$ cat config.mk
export PLATFORM = sky130hd
export DESIGN_NAME = inst_decode_queue
export DESIGN_NICKNAME = d
export VERILOG_FILES = /design/src/rtl/inst_decode_queue.sv
export SDC_FILE = /design/constraint.sdc
export NUM_CORES = 1
export LEC_CHECK = 0
export BUFFER_PORTS_ARGS = -buffer_cell sky130_fd_sc_hd__clkbuf_2
export CAP_MARGIN = 10
export CORE_ASPECT_RATIO = 0.7
export CORE_MARGIN = 2
export CORE_UTILIZATION = 57
export DETAILED_ROUTE_END_ITERATION = 10
export GPL_TIMING_DRIVEN = 0
export PLACE_DENSITY_LB_ADDON = 0.05
export SYNTH_ARGS = -nofsm -noshare
export SYNTH_HDL_FRONTEND = slang
export SYNTH_SLANG_ARGS = --single-unit
$ cat constraint.sdc
create_clock -name clk -period 8.7 [get_ports clk]
set_input_delay 1.74 -clock clk [delete_from_list [all_inputs] [get_ports clk]]
set_output_delay 1.74 -clock clk [all_outputs]
set_load 0.02 [all_outputs]
$ cat src/rtl/inst_decode_queue.sv
// inst_decode_queue: circular FIFO of raw RV32I {inst, pc} pairs feeding one
// registered decode stage. Total capacity is DEPTH+1 (FIFO plus output stage).
// A push into an empty queue lands directly in the output stage (1-cycle latency).
// Optional feature: define PERF_CNT_EN to add JALR and branch dispatch counters.
module inst_decode_queue #(
  parameter int DEPTH  = 16,
  parameter int ADDR_W = 4
) (
  input  logic        clk,
  input  logic        rst,
  input  logic        flush,
  input  logic        in_valid,
  output logic        in_ready,
  input  logic [31:0] in_inst,
  input  logic [31:0] in_pc,
  output logic        out_valid,
  input  logic        out_ready,
  output logic [31:0] out_pc,
  output logic [31:0] out_imm,
  output logic [5:0]  out_openum,
  output logic [4:0]  out_rd,
  output logic [4:0]  out_rs1,
  output logic [4:0]  out_rs2,
  output logic        out_is_jump,
  output logic        out_is_branch,
  output logic        out_is_store
`ifdef PERF_CNT_EN
  ,
  output logic [31:0] perf_jalr_cnt,
  output logic [31:0] perf_branch_cnt
`endif
);

  localparam logic [5:0] OPENUM_NOP   = 6'd0;
  localparam logic [5:0] OPENUM_LUI   = 6'd1;
  localparam logic [5:0] OPENUM_AUIPC = 6'd2;
  localparam logic [5:0] OPENUM_JAL   = 6'd3;
  localparam logic [5:0] OPENUM_JALR  = 6'd4;
  localparam logic [5:0] OPENUM_BEQ   = 6'd5;
  localparam logic [5:0] OPENUM_BNE   = 6'd6;
  localparam logic [5:0] OPENUM_BLT   = 6'd7;
  localparam logic [5:0] OPENUM_BGE   = 6'd8;
  localparam logic [5:0] OPENUM_BLTU  = 6'd9;
  localparam logic [5:0] OPENUM_BGEU  = 6'd10;
  localparam logic [5:0] OPENUM_LB    = 6'd11;
  localparam logic [5:0] OPENUM_LH    = 6'd12;
  localparam logic [5:0] OPENUM_LW    = 6'd13;
  localparam logic [5:0] OPENUM_LBU   = 6'd14;
  localparam logic [5:0] OPENUM_LHU   = 6'd15;
  localparam logic [5:0] OPENUM_SB    = 6'd16;
  localparam logic [5:0] OPENUM_SH    = 6'd17;
  localparam logic [5:0] OPENUM_SW    = 6'd18;
  localparam logic [5:0] OPENUM_ADDI  = 6'd19;
  localparam logic [5:0] OPENUM_SLTI  = 6'd20;
  localparam logic [5:0] OPENUM_SLTIU = 6'd21;
  localparam logic [5:0] OPENUM_XORI  = 6'd22;
  localparam logic [5:0] OPENUM_ORI   = 6'd23;
  localparam logic [5:0] OPENUM_ANDI  = 6'd24;
  localparam logic [5:0] OPENUM_SLLI  = 6'd25;
  localparam logic [5:0] OPENUM_SRLI  = 6'd26;
  localparam logic [5:0] OPENUM_SRAI  = 6'd27;
  localparam logic [5:0] OPENUM_ADD   = 6'd28;
  localparam logic [5:0] OPENUM_SUB   = 6'd29;
  localparam logic [5:0] OPENUM_SLL   = 6'd30;
  localparam logic [5:0] OPENUM_SLT   = 6'd31;
  localparam logic [5:0] OPENUM_SLTU  = 6'd32;
  localparam logic [5:0] OPENUM_XOR   = 6'd33;
  localparam logic [5:0] OPENUM_SRL   = 6'd34;
  localparam logic [5:0] OPENUM_SRA   = 6'd35;
  localparam logic [5:0] OPENUM_OR    = 6'd36;
  localparam logic [5:0] OPENUM_AND   = 6'd37;

  localparam logic [6:0] OPC_LUI    = 7'b0110111;
  localparam logic [6:0] OPC_AUIPC  = 7'b0010111;
  localparam logic [6:0] OPC_JAL    = 7'b1101111;
  localparam logic [6:0] OPC_JALR   = 7'b1100111;
  localparam logic [6:0] OPC_BRANCH = 7'b1100011;
  localparam logic [6:0] OPC_LOAD   = 7'b0000011;
  localparam logic [6:0] OPC_STORE  = 7'b0100011;
  localparam logic [6:0] OPC_OPIMM  = 7'b0010011;
  localparam logic [6:0] OPC_OP     = 7'b0110011;

  localparam logic [ADDR_W:0] FULL_CNT = (ADDR_W+1)'(DEPTH);

  typedef struct packed {
    logic [5:0]  openum;
    logic [31:0] imm;
    logic [4:0]  rd;
    logic [4:0]  rs1;
    logic [4:0]  rs2;
    logic        is_jump;
    logic        is_branch;
    logic        is_store;
  } dec_t;

  // Pure RV32I decode; anything unrecognised collapses to an all-zero NOP.
  function automatic dec_t decode(input logic [31:0] inst);
    dec_t        d;
    logic [2:0]  f3;
    logic        alt;
    logic [31:0] imm_i, imm_s, imm_b, imm_j, imm_u;
    f3    = inst[14:12];
    alt   = (inst[31:25] == 7'b0100000);
    imm_i = {{20{inst[31]}}, inst[31:20]};
    imm_s = {{20{inst[31]}}, inst[31:25], inst[11:7]};
    imm_b = {{20{inst[31]}}, inst[7], inst[30:25], inst[11:8], 1'b0};
    imm_j = {{12{inst[31]}}, inst[19:12], inst[20], inst[30:21], 1'b0};
    imm_u = {inst[31:12], 12'b0};
    d        = '0;
    d.openum = OPENUM_NOP;
    d.rd     = inst[11:7];
    d.rs1    = inst[19:15];
    d.rs2    = inst[24:20];
    case (inst[6:0])
      OPC_LUI:   begin d.openum = OPENUM_LUI;   d.imm = imm_u; end
      OPC_AUIPC: begin d.openum = OPENUM_AUIPC; d.imm = imm_u; end
      OPC_JAL:   begin d.openum = OPENUM_JAL;   d.imm = imm_j; d.is_jump = 1'b1; end
      OPC_JALR: begin
        if (f3 == 3'd0) begin
          d.openum  = OPENUM_JALR;
          d.imm     = imm_i;
          d.is_jump = 1'b1;
        end
      end
      OPC_BRANCH: begin
        d.rd        = 5'd0;
        d.imm       = imm_b;
        d.is_jump   = 1'b1;
        d.is_branch = 1'b1;
        case (f3)
          3'd0:    d.openum = OPENUM_BEQ;
          3'd1:    d.openum = OPENUM_BNE;
          3'd4:    d.openum = OPENUM_BLT;
          3'd5:    d.openum = OPENUM_BGE;
          3'd6:    d.openum = OPENUM_BLTU;
          3'd7:    d.openum = OPENUM_BGEU;
          default: d.openum = OPENUM_NOP;
        endcase
      end
      OPC_LOAD: begin
        d.imm = imm_i;
        case (f3)
          3'd0:    d.openum = OPENUM_LB;
          3'd1:    d.openum = OPENUM_LH;
          3'd2:    d.openum = OPENUM_LW;
          3'd4:    d.openum = OPENUM_LBU;
          3'd5:    d.openum = OPENUM_LHU;
          default: d.openum = OPENUM_NOP;
        endcase
      end
      OPC_STORE: begin
        d.rd       = 5'd0;
        d.imm      = imm_s;
        d.is_store = 1'b1;
        case (f3)
          3'd0:    d.openum = OPENUM_SB;
          3'd1:    d.openum = OPENUM_SH;
          3'd2:    d.openum = OPENUM_SW;
          default: d.openum = OPENUM_NOP;
        endcase
      end
      OPC_OPIMM: begin
        d.imm = imm_i;
        case (f3)
          3'd0: d.openum = OPENUM_ADDI;
          3'd1: begin d.openum = OPENUM_SLLI; d.imm = {27'd0, inst[24:20]}; end
          3'd2: d.openum = OPENUM_SLTI;
          3'd3: d.openum = OPENUM_SLTIU;
          3'd4: d.openum = OPENUM_XORI;
          3'd5: begin
            d.openum = alt ? OPENUM_SRAI : OPENUM_SRLI;
            d.imm    = {27'd0, inst[24:20]};
          end
          3'd6: d.openum = OPENUM_ORI;
          default: d.openum = OPENUM_ANDI;
        endcase
      end
      OPC_OP: begin
        case (f3)
          3'd0: d.openum = alt ? OPENUM_SUB : OPENUM_ADD;
          3'd1: d.openum = OPENUM_SLL;
          3'd2: d.openum = OPENUM_SLT;
          3'd3: d.openum = OPENUM_SLTU;
          3'd4: d.openum = OPENUM_XOR;
          3'd5: d.openum = alt ? OPENUM_SRA : OPENUM_SRL;
          3'd6: d.openum = OPENUM_OR;
          default: d.openum = OPENUM_AND;
        endcase
      end
      default: d.openum = OPENUM_NOP;
    endcase
    if (d.openum == OPENUM_NOP) begin
      d = '0;
    end
    return d;
  endfunction

  logic [63:0]       mem [DEPTH];
  logic [ADDR_W-1:0] wr_ptr;
  logic [ADDR_W-1:0] rd_ptr;
  logic [ADDR_W:0]   count;

  logic        push;
  logic        load_slot;
  logic        fifo_empty;
  logic        fifo_pop;
  logic        bypass;
  logic        fifo_wr;
  logic        load_p0;
  logic [31:0] src_inst_p0;
  logic [31:0] src_pc_p0;
  dec_t        dec_p0;

  // ---- stage 0: FIFO control, source select and decode ----
  assign in_ready   = (count != FULL_CNT);
  assign push       = in_valid && in_ready && !flush;
  assign load_slot  = !out_valid || out_ready;
  assign fifo_empty = (count == '0);
  assign fifo_pop   = load_slot && !fifo_empty && !flush;
  assign bypass     = load_slot && fifo_empty && push;
  assign fifo_wr    = push && !bypass;
  assign load_p0    = fifo_pop || bypass;

  assign src_inst_p0 = fifo_empty ? in_inst : mem[rd_ptr][63:32];
  assign src_pc_p0   = fifo_empty ? in_pc   : mem[rd_ptr][31:0];
  assign dec_p0      = decode(src_inst_p0);

  // FIFO payload storage; contents need no reset since count guards reads.
  always_ff @(posedge clk) begin
    if (fifo_wr) begin
      mem[wr_ptr] <= {in_inst, in_pc};
    end
  end

  // FIFO pointers and occupancy; flush empties the queue outright.
  always_ff @(posedge clk or posedge rst) begin
    if (rst) begin
      wr_ptr <= '0;
      rd_ptr <= '0;
      count  <= '0;
    end else if (flush) begin
      wr_ptr <= '0;
      rd_ptr <= '0;
      count  <= '0;
    end else begin
      if (fifo_wr) wr_ptr <= wr_ptr + ADDR_W'(1);
      if (fifo_pop) rd_ptr <= rd_ptr + ADDR_W'(1);
      case ({fifo_wr, fifo_pop})
        2'b10:   count <= count + (ADDR_W+1)'(1);
        2'b01:   count <= count - (ADDR_W+1)'(1);
        default: count <= count;
      endcase
    end
  end

  // ---- stage 1: registered decode output ----
  // Output stage loads the next decoded entry whenever it is free or draining.
  always_ff @(posedge clk or posedge rst) begin
    if (rst) begin
      out_valid     <= 1'b0;
      out_pc        <= '0;
      out_imm       <= '0;
      out_openum    <= OPENUM_NOP;
      out_rd        <= '0;
      out_rs1       <= '0;
      out_rs2       <= '0;
      out_is_jump   <= 1'b0;
      out_is_branch <= 1'b0;
      out_is_store  <= 1'b0;
    end else if (flush) begin
      out_valid <= 1'b0;
    end else if (load_p0) begin
      out_valid     <= 1'b1;
      out_pc        <= src_pc_p0;
      out_imm       <= dec_p0.imm;
      out_openum    <= dec_p0.openum;
      out_rd        <= dec_p0.rd;
      out_rs1       <= dec_p0.rs1;
      out_rs2       <= dec_p0.rs2;
      out_is_jump   <= dec_p0.is_jump;
      out_is_branch <= dec_p0.is_branch;
      out_is_store  <= dec_p0.is_store;
    end else if (out_ready) begin
      out_valid <= 1'b0;
    end
  end

`ifdef PERF_CNT_EN
  // Dispatch counters; they survive flush and only reset clears them.
  always_ff @(posedge clk or posedge rst) begin
    if (rst) begin
      perf_jalr_cnt   <= '0;
      perf_branch_cnt <= '0;
    end else if (out_valid && out_ready) begin
      if (out_openum == OPENUM_JALR) perf_jalr_cnt <= perf_jalr_cnt + 32'd1;
      if (out_is_branch) perf_branch_cnt <= perf_branch_cnt + 32'd1;
    end
  end
`endif

endmodule

==> metrics.cfg, run 1 <==
[worst_hold_path]
min_to = out_imm[10]
hold-path-cell-count = 2
worstHoldPathType = register to register
worstHoldStart = out_imm[10]

[timing]
timing.final.crit_share_pct = 61.0
maxSlewHeadroom_pct = 20.9
max_freq_mhz = 188
timing.hold.ws_ns = 0.488
period_minus_slack_ns = 5.31
fin_setup_tns_ns = 0
setup_viol = 0
grt_setup_unrepaired = no
final-hold-violation-count = 0
worst_slew_pin_slew_ns = 1.18
skew_ns = 0.0217
slew_violations = 0

[flow_run]
cap_violations = 0

[route]
drt_iter0_drc = 2827
drt-wirelength-per-cell_um = 31.0
drt_wl_total_mm = 113
vias = 23600
viasPerCell = 6.43
drtAntennaViolNets = 0
drtPass1Iterations = 6
drc = 0

[clock_network]
htreeDepth = 3
clockBufferDepth = 3
cts_tree = built
numCtsBuffers = 103
hold_buffers = 0
clock_latency_ns = 0.66
cts_sinks = 1126
cts_resized = 0
cts_setup_buffers = 0
cts_root_buf = clkbuf_16
clk_pin_slew_ns = 0.07

[grt]
grt_pass1_vias = 23800
grt-ovfl-total = 0
grt_antenna_before_repair = 6
grt_max_degree = 77
grt_util_all_layers_pct = 29.0
grt_pass1_wl_mm = 164

[power_and_ir_drop]
power_density_nw_per_um2 = 305
max-vdd-ir-drop_mv = 0.190
leakage_nw = 16.6

[synth]
avgSynthCellArea_um2 = 19.9
synth_top_area_share_pct = 69.2
async_reset_ff_share_pct = 9.06
post-synth-top-count-cell = edfxtp_1
synth_common_cells = edfxtp_1 (1024), mux4_2 (279), nand2_1 (190)
synth_ff_type = edfxtp_1
synth_edf_count = 1024
yosysTopAreaCell = edfxtp_1
synth_area_leaders = edfxtp_1 (69%), mux4_2 (14%), dfrtp_1 (5.7%)
synthCells = 2233
syn_area_um2 = 44400
synth_nets = 2311
ys_warn_count = 0
ys_seq_elements = 1126
yosysSeqAreaShare_pct = 75.0
ys_types = 75

[floorplanning]
dieArea_um2 = 80200
chipWidth_um = 338
io_pins = 159
initial_core_util_pct = 57.7
core_um2 = 77000
die_h_um = 238
rows = 85

[setup_path]
critPathMaxFanout = 10
worstPathArrival_ns = 5.80
rr_worst_depth = 13
path_class = register to register
crit_path_end_kind = register
r2r_start = rd_ptr[1]
r2r_slack_ns = 3.39
required_ns = 9.19
worst_r2r_endpoint = out_pc[5]
critPathLaunchType = register

[placed_design]
dp_hpwl_mm = 69.3
port_buffers = 158
gp_congestion = 0.897
dp.cells = 3466

[cells_and_area]
fin_cells = 3662
area_growth_pct = 13.6
drive_gt1_share_pct = 27.4
nets = 2607

[outcome]
outcome = completed

-- flip-flops by register name (all words and copies together), names as in the netlist, 5 cells and up --
name,cells
count,5
mem,1024
out_imm,32
out_openum,6
out_pc,32
out_rd,5
out_rs1,5
out_rs2,5
-- kinds of logic after synthesis --
group	synth area share [%]
mux	15.6
fa+ha+maj	0.270
simple gates	3.91
compound gates	3.53
buf+inv	1.46
flops	75.0
xor+xnor	0.197
-- area by class of cell --
class | count | area, um2
Clock buffer | 142 | 2840
Inverter | 9 | 38.8
Fill cell | 5264 | 26500
Timing Repair Buffer | 191 | 1400
Antenna cell | 4 | 10.0
Tap cell | 1044 | 1310
Sequential cell | 1126 | 33300
Clock inverter | 48 | 408
Multi-Input combinational cell | 975 | 10500
Buffer | 123 | 613
-- critical path: stages (launching register included) --
cell and delay, ns:
dfrtp_1 0.38, buf_6 0.17, buf_6 0.20, buf_2 0.38, buf_2 0.36, buf_2 0.39
buf_2 0.33, buf_2 0.36, clkbuf_1 0.65, clkbuf_1 0.78, mux4_2 0.42, mux4_2 0.45
nand2_1 0.12, a31oi_1 0.11
-- stage by stage --
stage	utilization [%]	setup WS (ns)	cell area [um2]	total power (W)
after floorplan	-	1.19	44400	0.00943
after global placement	60.4	-5.93	46500	0.0110
after global routing	65.5	3.23	50400	0.0160
final	65.5	3.39	50400	0.0154
after detailed placement	61.3	3.27	47200	0.0111
after CTS	65.5	3.25	50400	0.0154
-- cells in the final DEF, fill, tap and decap left out, drive strengths merged, types with 40 or more instances in the layout --
master  synthesis  routed
a31oi          40      40
buf            62      95
clkbuf         61     361
dfrtp         102     102
edfxtp       1024    1024
mux2i          55      55
mux4          279     279
nand2         190     190
nor2           89      89
o21ai          47      47
-- where the power goes --
group / internal [W] / switching (W) / leakage (nW) / total [W]
registers: 0.00616 / 0.000167 / 10.5 / 0.00633
clock network: 0.00246 / 0.00193 / 1.60 / 0.00439
logic: 0.00176 / 0.00291 / 4.43 / 0.00467
-- metal layers --
layer	global-route usage [%]	share of wire [%]	up-vias	routed length [um]
li1	-	-	9783	-
met1	43.4	41	12400	47000
met2	43.6	47	1213	53000
met3	6.94	9.7	168	11000
met4	7.56	2.1	2	2430
met5	0	0.0088	-	10
-- worst max-delay path by stage --
stage,startpoint,endpoint,slack [ns],cells after the start
floorplan,out_ready,mem[3][0],1.19,5
global placement,out_ready,mem[3][18],-5.93,6
detailed placement,rd_ptr[2],out_pc[28],3.27,9
CTS,rd_ptr[2],out_pc[20],3.25,9
global route,rd_ptr[1],out_pc[4],3.23,13
finish,rd_ptr[1],out_pc[5],3.39,13
Note: power is estimated with default switching activity, not from simulation.
==> run 2: changes to the inputs <==
==> constraint.sdc (replaced) <==
create_clock -name clk -period 5.45 [get_ports clk]
set_input_delay 1.09 -clock clk [delete_from_list [all_inputs] [get_ports clk]]
set_output_delay 1.09 -clock clk [all_outputs]
set_load 0.02 [all_outputs]
==> run 2 against run 1 <==
Clock skew shrank 0.0021 ns. Combinational power grew 62%. Register-to-register slack got worse by 3.2 ns. Critical path depth unchanged. Routed wire length up 0.84%. Setup slack worse by 3.2 ns.
==> metrics.cfg, run 2 (synthesis results as in run 1) <==
[cells_and_area]
largest_reg_flops = 1024
top_register = mem
nFillCells = 5133
final_cell_mix = edfxtp_1 (1024), mux4_2 (279), nand2_1 (190)
fin_cells = 3659
final_common_cell = edfxtp_1
nets = 2602
drive_gt1_share_pct = 28.4
area_growth_pct = 14.2
reg_top3 = mem x1024, out_imm x32, out_pc x32

[clock_network]
numCtsBuffers = 103
cts_resized = 1
clockBufferDepth = 3
cts_root_buf = clkbuf_16
cts_setup_buffers = 0
clock_latency_ns = 0.69
cts_tree = built
hold_buffers = 0
htreeDepth = 3
clk_pin_slew_ns = 0.06
cts_sinks = 1126

[route]
drtPass1Iterations = 5
vias = 23600
met3_length_mm = 10.8
wl_met2_mm = 53.3
top_layer = met5
viasPerCell = 6.46
drc = 0
drtAntennaViolNets = 0
met1_length_mm = 47.9
drt_wl_total_mm = 114
drt-wirelength-per-cell_um = 31.3
drt_iter0_drc = 2757

[power_and_ir_drop]
max-vdd-ir-drop_mv = 0.352
net-switching-power_w = 0.00822
p_int_w = 0.0167
leakage_nw = 16.6
clkPwrFrac_pct = 29.1
p_seq_share_pct = 40.5
swShare_pct = 33.0
combPwrFrac_pct = 30.4
power_density_nw_per_um2 = 491

[setup_path]
r2r_start = rd_ptr[1]
rr_worst_depth = 13
required_ns = 5.96
crit_path_end_kind = register
r2r_slack_ns = 0.19
critPathMaxFanout = 10
path_class = register to register
worst_r2r_endpoint = out_pc[30]
worstPathArrival_ns = 5.77
critPathLaunchType = register

[timing]
timing.final.crit_share_pct = 96.5
slew_violations = 0
maxSlewHeadroom_pct = 16.4
skew_ns = 0.0196
setup_viol = 0
final-hold-violation-count = 0
setup_slack_ns = 0.192
period_minus_slack_ns = 5.26
max_freq_mhz = 190
worst_slew_pin_slew_ns = 1.25

[outcome]
outcome = completed

[floorplanning]
die_h_um = 238
initial_core_util_pct = 57.7
rows = 85
chipWidth_um = 338
io_pins = 159
core_um2 = 77000
dieArea_um2 = 80200

[grt]
grt_antenna_before_repair = 5
grt_max_degree = 64
grt_pass1_vias = 23800
grt-ovfl-total = 0
grt_pass1_wl_mm = 166
grt_util_all_layers_pct = 29.3

[placed_design]
gp_congestion = 0.895
port_buffers = 158
dp.cells = 3464
pre_cts_ws_ns = -0.0313
dp_hpwl_mm = 69.2

[flow_run]
cap_violations = 0

[worst_hold_path]
worstHoldPathType = input pin to asynchronous set/reset pin

## run 2: changes by cell type in the layout (fill, tap and decap cells not counted), moves of 3 or more
cell / previous run / this run
clkinv_2: 18 / 24
buf_12: 15 / 12
clkbuf_2: 158 / 161
clkbuf_4: 0 / 3
diode_2: 4 / 1
bufinv_16: 6 / 9
buf_6: 14 / 6
clkbuf_1: 91 / 67
buf_16: 6 / 15
clkinv_4: 2 / 6
clkinvlp_4: 0 / 11
## run 2: how the worst max path moves through the flow
| stage | cells after the start | start | to | slack, ns |
|---|---|---|---|---|
| after floorplan | 5 | out_ready | mem[15][0] | 0.32 |
| after global placement | 8 | count[0] | mem[15][43] | -4.91 |
| after detailed placement | 9 | rd_ptr[2] | out_pc[5] | -0.03 |
| after CTS | 13 | rd_ptr[1] | out_pc[5] | 0.16 |
| after global routing | 13 | rd_ptr[1] | out_pc[3] | -0.002 |
| final | 13 | rd_ptr[1] | out_pc[30] | 0.19 |
## run 2: layer usage
metal	vias up	track usage, %
li1	9803	-
met1	12400	44.7
met5	-	0
met2	1217	44.1
met3	170	6.22
met4	8	7.06
## run 2: critical path, stage by stage, from the launching register on
cell      delay, ns
dfrtp_1        0.37
buf_6          0.16
buf_6          0.20
buf_2          0.38
buf_2          0.37
buf_2          0.38
buf_2          0.34
buf_2          0.35
clkbuf_1       0.64
clkbuf_1       0.78
mux4_2         0.44
mux4_2         0.48
nand2_1        0.08
a31oi_1        0.09
## run 2: area by class of cell
class	instances	area, um2	area share (%)
clock inverters	73	689	1.36
inverters	9	38.8	0.0765
repair buffers	187	1470	2.89
multi-input cells	975	10500	20.8
clock buffers	122	2730	5.39
well taps	1044	1310	2.58
plain buffers	122	619	1.22
flip-flops and latches	1126	33300	65.7
diodes	1	2.50	0.00494
## run 2: power groups by stage
stage	sequential, W	combinational, W	clock (W)
2_1_floorplan	0.0104	0.00465	0
3_3_place_gp	0.0103	0.00737	0
3_5_place_dp	0.0103	0.00749	0
4_1_cts	0.0101	0.00752	0.00735
5_1_grt	0.0101	0.00801	0.00769
6_report	0.0101	0.00757	0.00726
## run 2: stage by stage
| step | hold slack (ns) | area [um2] | utilization, % | total power, W | TNS (ns) |
|---|---|---|---|---|---|
| after detailed placement | 0.476 | 47300 | 61.4 | 0.0177 | -0.0582 |
| after global routing | 0.498 | 50700 | 65.8 | 0.0258 | -0.00168 |
| after CTS | 0.467 | 50700 | 65.8 | 0.0249 | 0 |
| after global placement | 0.474 | 46500 | 60.4 | 0.0176 | -1879.71 |
| final | 0.469 | 50700 | 65.8 | 0.0249 | 0 |
| after floorplan | 0.522 | 44400 | - | 0.0151 | 0 |
